**config.mk**
```make
export PLATFORM = sky130hd
export DESIGN_NAME = async_fifo_wr_arb
export DESIGN_NICKNAME = d
export VERILOG_FILES = /design/src/rtl/async_fifo_wr_arb.sv
export SDC_FILE = /design/constraint.sdc
export NUM_CORES = 1
export LEC_CHECK = 0
export BUFFER_PORTS_ARGS = -buffer_cell sky130_fd_sc_hd__clkbuf_2
export CAP_MARGIN = 40
export CORE_MARGIN = 10
export CORE_UTILIZATION = 43
export CTS_BUF_LIST = sky130_fd_sc_hd__clkbuf_8
export DETAILED_ROUTE_END_ITERATION = 8
export GPL_TIMING_DRIVEN = 0
export MAX_ROUTING_LAYER = met4
export PLACE_DENSITY = 0.95
export SLEW_MARGIN = 25
export SYNTH_ARGS = -nofsm -noshare
export SYNTH_HDL_FRONTEND = slang
export SYNTH_SLANG_ARGS = --single-unit
```
**constraint.sdc**
```tcl
create_clock -name wclk -period 2.7 [get_ports wclk]
set_clock_uncertainty 0.15 [all_clocks]
set_input_delay 0.405 -clock wclk [delete_from_list [all_inputs] [get_ports wclk]]
set_output_delay 0.405 -clock wclk [all_outputs]
set_load 0.03 [all_outputs]
```
**src/rtl/async_fifo_wr_arb.sv**
```systemverilog
// Round-robin, packet-granular arbiter sharing the async_fifo write port among NREQ requesters.
// Define ASYNC_FIFO_WR_ARB_BURST_LIMIT_EN to also end a grant after MAX_BURST words.
//
// state | meaning
// IDLE  | no grant; round-robin search from ptr picks the next owner
// GRANT | owner holds the write port until its last word (or burst limit)
module async_fifo_wr_arb #(
  parameter int DSIZE     = 8,
  parameter int NREQ      = 4,
  parameter int MAX_BURST = 16,
  localparam int OW       = $clog2(NREQ)
) (
  input  logic                  wclk,
  input  logic                  wrst,
  input  logic [NREQ-1:0]       req,
  input  logic [NREQ-1:0]       last,
  input  logic [NREQ*DSIZE-1:0] din,
  output logic [NREQ-1:0]       ack,
  input  logic                  wfull,
  output logic                  winc,
  output logic [DSIZE-1:0]      wdata,
  output logic                  busy,
  output logic [OW-1:0]         owner
);

  if (NREQ < 2 || NREQ > 16 || MAX_BURST < 1) begin : g_param_check
    $error("async_fifo_wr_arb: NREQ must be 2..16 and MAX_BURST >= 1");
  end

  typedef enum logic {IDLE, GRANT} state_t;

  localparam logic [OW:0] NREQ_W = (OW+1)'(NREQ);

  state_t           state_q, state_d;
  logic [OW-1:0]    ptr_q, ptr_d;
  logic [OW-1:0]    owner_q, owner_d;
  logic [DSIZE-1:0] din_arr [NREQ];
  logic [OW:0]      cand;
  logic [OW-1:0]    pick;
  logic [OW-1:0]    owner_inc;
  logic             found;
  logic             rel;

  for (genvar g = 0; g < NREQ; g++) begin : g_din
    assign din_arr[g] = din[g*DSIZE +: DSIZE];
  end

  // First requester at or after ptr, wrapping modulo NREQ.
  always_comb begin
    found = 1'b0;
    pick  = '0;
    cand  = '0;
    for (int i = 0; i < NREQ; i++) begin
      cand = {1'b0, ptr_q} + (OW+1)'(i);
      if (cand >= NREQ_W) cand = cand - NREQ_W;
      if (!found && req[cand[OW-1:0]]) begin
        found = 1'b1;
        pick  = cand[OW-1:0];
      end
    end
  end

  assign owner_inc = (owner_q == OW'(NREQ-1)) ? '0 : owner_q + 1'b1;

`ifdef ASYNC_FIFO_WR_ARB_BURST_LIMIT_EN
  localparam int BW = $clog2(MAX_BURST+1);

  logic [BW-1:0] burst_q, burst_d;

  // Release on the MAX_BURST-th ack: counter already holds MAX_BURST-1 words.
  assign rel = winc && (last[owner_q] || (burst_q == BW'(MAX_BURST-1)));

  always_comb begin
    burst_d = burst_q;
    if (state_q == IDLE || rel) burst_d = '0;
    else if (winc)              burst_d = burst_q + 1'b1;
  end

  always_ff @(posedge wclk) begin
    if (wrst) burst_q <= '0;
    else      burst_q <= burst_d;
  end
`else
  assign rel = winc && last[owner_q];
`endif

  always_ff @(posedge wclk) begin
    if (wrst) begin
      state_q <= IDLE;
      ptr_q   <= '0;
      owner_q <= '0;
    end else begin
      state_q <= state_d;
      ptr_q   <= ptr_d;
      owner_q <= owner_d;
    end
  end

  always_comb begin
    state_d = state_q;
    ptr_d   = ptr_q;
    owner_d = owner_q;
    case (state_q)
      IDLE: begin
        if (found) begin
          state_d = GRANT;
          owner_d = pick;
        end
      end
      GRANT: begin
        if (rel) begin
          state_d = IDLE;
          ptr_d   = owner_inc;
        end
      end
      default: state_d = IDLE;
    endcase
  end

  always_comb begin
    winc  = 1'b0;
    wdata = '0;
    ack   = '0;
    if (state_q == GRANT && req[owner_q] && !wfull && !wrst) winc = 1'b1;
    if (winc) begin
      wdata        = din_arr[owner_q];
      ack[owner_q] = 1'b1;
    end
  end

  assign busy  = (state_q == GRANT);
  assign owner = owner_q;

endmodule

```
After elaboration in Yosys (flattened, before gate mapping)
Index checks and enable logic that the tools add are counted.

Add/subtract/negate cells: 8. Equality and inequality tests: 1. Bitwise logic cells: 2. Muxes and demuxes: 36. Magnitude comparators: 11. Reductions and logical operators: 15.

Operator list (count): $mux W8 (3); $mux W2 (9); $bmux W8 S2 (1); $lt A2 B3 Y1 const B (5); $mux W1 (14); $bmux W1 S2 (6); $ge A3 B3 Y1 const B (4); $logic_and A1 B1 Y1 (8); $sub A2 B1 Y2 const B (4); $add A2 B2 Y3 const B (2); $logic_not A1 Y1 (5); $mux W4 (1); $reduce_and A2 Y1 (2); $add A2 B1 Y3 const B (1); $ge A2 B3 Y1 const B (1); $not A2 Y3 (1); $add A2 B1 Y2 const B (1); $demux W1 S2 (1); $eq A2 B2 Y1 const B (1); $ge A2 B1 Y1 const B (1); $pmux W1 S2 (1); $not A1 Y1 (1).

Bits in registers: 5. Bits of input ports: 43. Word-level logic and storage cells: 76. Output and inout port bits: 16.

Longest topological paths before layout
Word-level depth: 16. Depth in mapped cells: 6. Gate-level depth less buffers: 4.

Worst setup path before layout
No wires, ideal clock.

Path kind: flip-flop to output port. From: register owner_q[0] (netlist: owner[0]). To: output port wdata[0]. Buffers on the path: 2. Cell stages (with the launch flop): 6. Slack: 0.283 ns. Arrival time: 1.862 ns. Data required time: 2.145 ns. Path through: dfxtp_1 -> buf_6 -> or4b_4 -> o32ai_4 -> buf_4 -> and2_1.

Cells in the longest elaborated chain, start to end: 7. Elaborated cells on any way between the ends: 11. Those cells by class: 7 x mux; 1 x bitwise; 3 x reduce/logical.

RTL lines: start, declared (RTL line 36) `logic [OW-1:0] owner_q, owner_d;`; start signal, assigned (RTL line 95) `owner_q <= owner_d;`; $bmux W1 S2 (RTL line 124) `if (state_q == GRANT && req[owner_q] && !wfull && !wrst) winc = 1'b1;`; $mux W1 (not written as such) (RTL line 124); $logic_and A1 B1 Y1 (3 in a row) (RTL line 124); $mux W1 (RTL line 124); net winc (RTL line 20) `output logic winc,`; $mux W8 (RTL line 125) `if (winc) begin`; end, declared (RTL line 21) `output logic [DSIZE-1:0] wdata,`.

The timed path passes the listed nets, and every way through them passes these cells. The select of a mux whose other input is x is not followed.

Worst setup path after layout
From: register owner_q[0] (netlist: owner[0]). To: output port wdata[1].

Cells in the longest elaborated chain, start to end: 7. Elaborated cells on any way between the ends: 11. Those cells by class: 7 x mux; 1 x bitwise; 3 x reduce/logical.

RTL lines (RTL line): $bmux W1 S2 (124); $mux W1 (not written as such) (124); $logic_and A1 B1 Y1 (3 in a row) (124); $mux W1 (124); $mux W8 * (125).

Every way passes the cells marked *; elsewhere a longest branch is shown, timed or not. The select of a mux whose other input is x is not followed.

==> out/qor.csv <==
metric;value;unit
synth_seq_area_share;0.137;
fin_crit_sh;0.949;
wl_met2;1220;µm
hold_path.class;reg -> reg;
period_needed;2560;ps
routedLengthMet1;1040;µm
hpwl;2440;µm
maxCapViolCount;0;
seq_power_share;0.232;
nets;180;
required;2140;ps
track_usage;0.149;
start_util;0.467;
fmax;390;MHz
viasPerCell;5.68;
dr_total_vias;841;
fp.dieArea;0.00374;mm²
layout_commonest_cell;clkbuf_2;
final_cell_mix;clkbuf_2 (57), and2_1 (12), mux4_2 (9);
synth_compound_area_frac;0.149;
grt_pass1_wl;4130;µm
clock-sinks;5;
post_cts.repair.setup_buffers;0;
drtIter0Drc;16;
cts_resized;0;
peakVddDrop;363;µV
grt_max_degree;11;
yosysUniqueCellTypes;30;
dp_cells;144;
hold_ws;402;ps
syn_to_final_growth;48.1;%
clockRootBuffer;clkbuf_8;
end_kind;output pin;
startpoint_type;flip-flop;
synth_xor_xnor_area_share;0;
utilization;0.692;
synth_nets;118;
yosys_warnings;0;
critical_path_class;reg -> out;
max_slew_margin;0.558;
ant_nets;0;
fp-row-count;14;
drv_slew;0;
dr_wl_met3;445;µm
port_buffers;57;
switching_share;0.314;
routed.top_layer;met4;
die_w;61.2;µm
stdcell_count;148;
htree_levels;1;
die_h;61.2;µm
intPower;249;µW
worstSkewPairLatency;230;ps
antenna_found_initial;0;
drc;0;
hold_violations;0;
grt.overflow.total;0;
grt_pass1_vias;893;
synth_cells;71;
num_antenna_cells;0;
synth_fa_ha_area_frac;0.0687;
finalPower;364;µW
p_clk_frac;0.381;
ctsHoldBuffers;0;
powerDensity;337;mW/mm²
crit_fanout;10;
synth_top_family_by_area;multiplexers;
grt_setup_unrepaired;no;
report.final.setup_viol;0;
r2r_setup_slack;820;ps
wl_per_cell;18.5;µm
tns;0;ps
firstDrtPassIters;4;
numCtsBuffers;3;
core;0.00156;mm²
arrival;2010;ps
muxShareOfSynthArea;0.354;
synth_seq_cells;5;
worstMarginPinSlew;654;ps
wirelength;2740;µm
num_io_pins;59;
cts_tree;yes;
synthSimpleGateAreaFrac;0.216;
gp_congestion;0.859;
clk_pin_slew;30;ps
pwr-share-comb;0.387;
leakage;0.537;nW
p_switching;114;µW
cts_buffer_depth;2;
drive_above_1_share;0.583;
netlist_area;728;µm²
status;finished, final reports clean;
syn_avg_cell_area;10.3;µm²
-- logic make-up after synthesis --
family | after synthesis
AO/OA/AOI/OAI | 13
multiplexers | 14
flip-flops | 5
buffers and inverters | 11
AND/OR/NAND/NOR | 24
adder cells (fa/ha/maj) | 4
-- sequential cells by signal, summed over array words and instances, names as in the netlist --
signal	count
owner	2
ptr_q	2
busy	1
-- synthesized netlist by cell type --
cell      number  area, µm²
a211oi_1       1       7.51
a21oi_1        3       15.0
a22oi_1        1       7.51
a31oi_1        1       6.26
and2_1        12       75.1
and3_1         1       6.26
buf_2          1       5.00
buf_4          1       7.51
buf_6          1       11.3
clkbuf_1       2       7.51
dfxtp_1        5        100
ha_1           4       50.1
inv_1          6       22.5
mux2_4         1       15.0
mux2i_1        4       40.0
mux4_2         9        203
nand2_1        1       3.75
nand2_4        1       11.3
nand2b_1       4       25.0
nand3b_1       1       7.51
nor2_1         1       3.75
nor3_1         1       5.00
o21a_1         1       7.51
o21ai_0        1       5.00
o221ai_1       2       17.5
o22ai_1        1       6.26
o32ai_4        1       27.5
o41ai_1        1       8.76
or2_2          1       6.26
or4b_4         1       13.8
-- critical path, cell delays in order, from the launching register on --
cell and delay [ps]:
dfxtp_1 340, buf_6 150, or4b_4 540, o32ai_4 180, buf_4 220, and2_1 140, clkbuf_2 210
-- layout make-up --
cell class,count,area [µm²]
Inverter,6,22.5
Multi-Input combinational cell,55,574
Buffer,5,31.3
Fill cell,135,480
Timing Repair Buffer,57,285
Clock inverter,1,3.75
Clock buffer,3,41.3
Tap cell,16,20.0
Sequential cell,5,100
-- power groups by stage --
stage | Sequential, mW | Clock, mW | Combinational (mW)
detailed placement | 0.0855 | 0 | 0.142
global route | 0.0850 | 0.141 | 0.154
global placement | 0.0850 | 0 | 0.136
CTS | 0.0844 | 0.139 | 0.142
floorplan | 0.0918 | 0 | 0.0825
finish | 0.0843 | 0.139 | 0.141
-- per-layer routing --
| metal | global-route usage | vias up |
|---|---|---|
| li1 | - | 387 |
| met1 | 0.142 | 388 |
| met2 | 0.265 | 61 |
| met3 | 0.0638 | 5 |
| met4 | 0.0489 | 0 |
| met5 | - | - |
-- metrics by stage --
| stage | cell area (µm²) | setup slack (ps) |
|---|---|---|
| 6_report | 1080 | 138 |
| 5_1_grt | 1080 | 75.4 |
| 4_1_cts | 1080 | 135 |
| 3_5_place_dp | 1030 | 264 |
| 3_3_place_gp | 1030 | 314 |
| 2_1_floorplan | 728 | 283 |
-- final timing paths --
kind / from / end / cells after the start
max: owner[0] / wdata[1] / 6
min: busy / busy / 2
max reg2reg: owner[0] / ptr_q[0] / 5
min reg2reg: busy / busy / 2
Note: power is estimated with default switching activity, not from simulation.
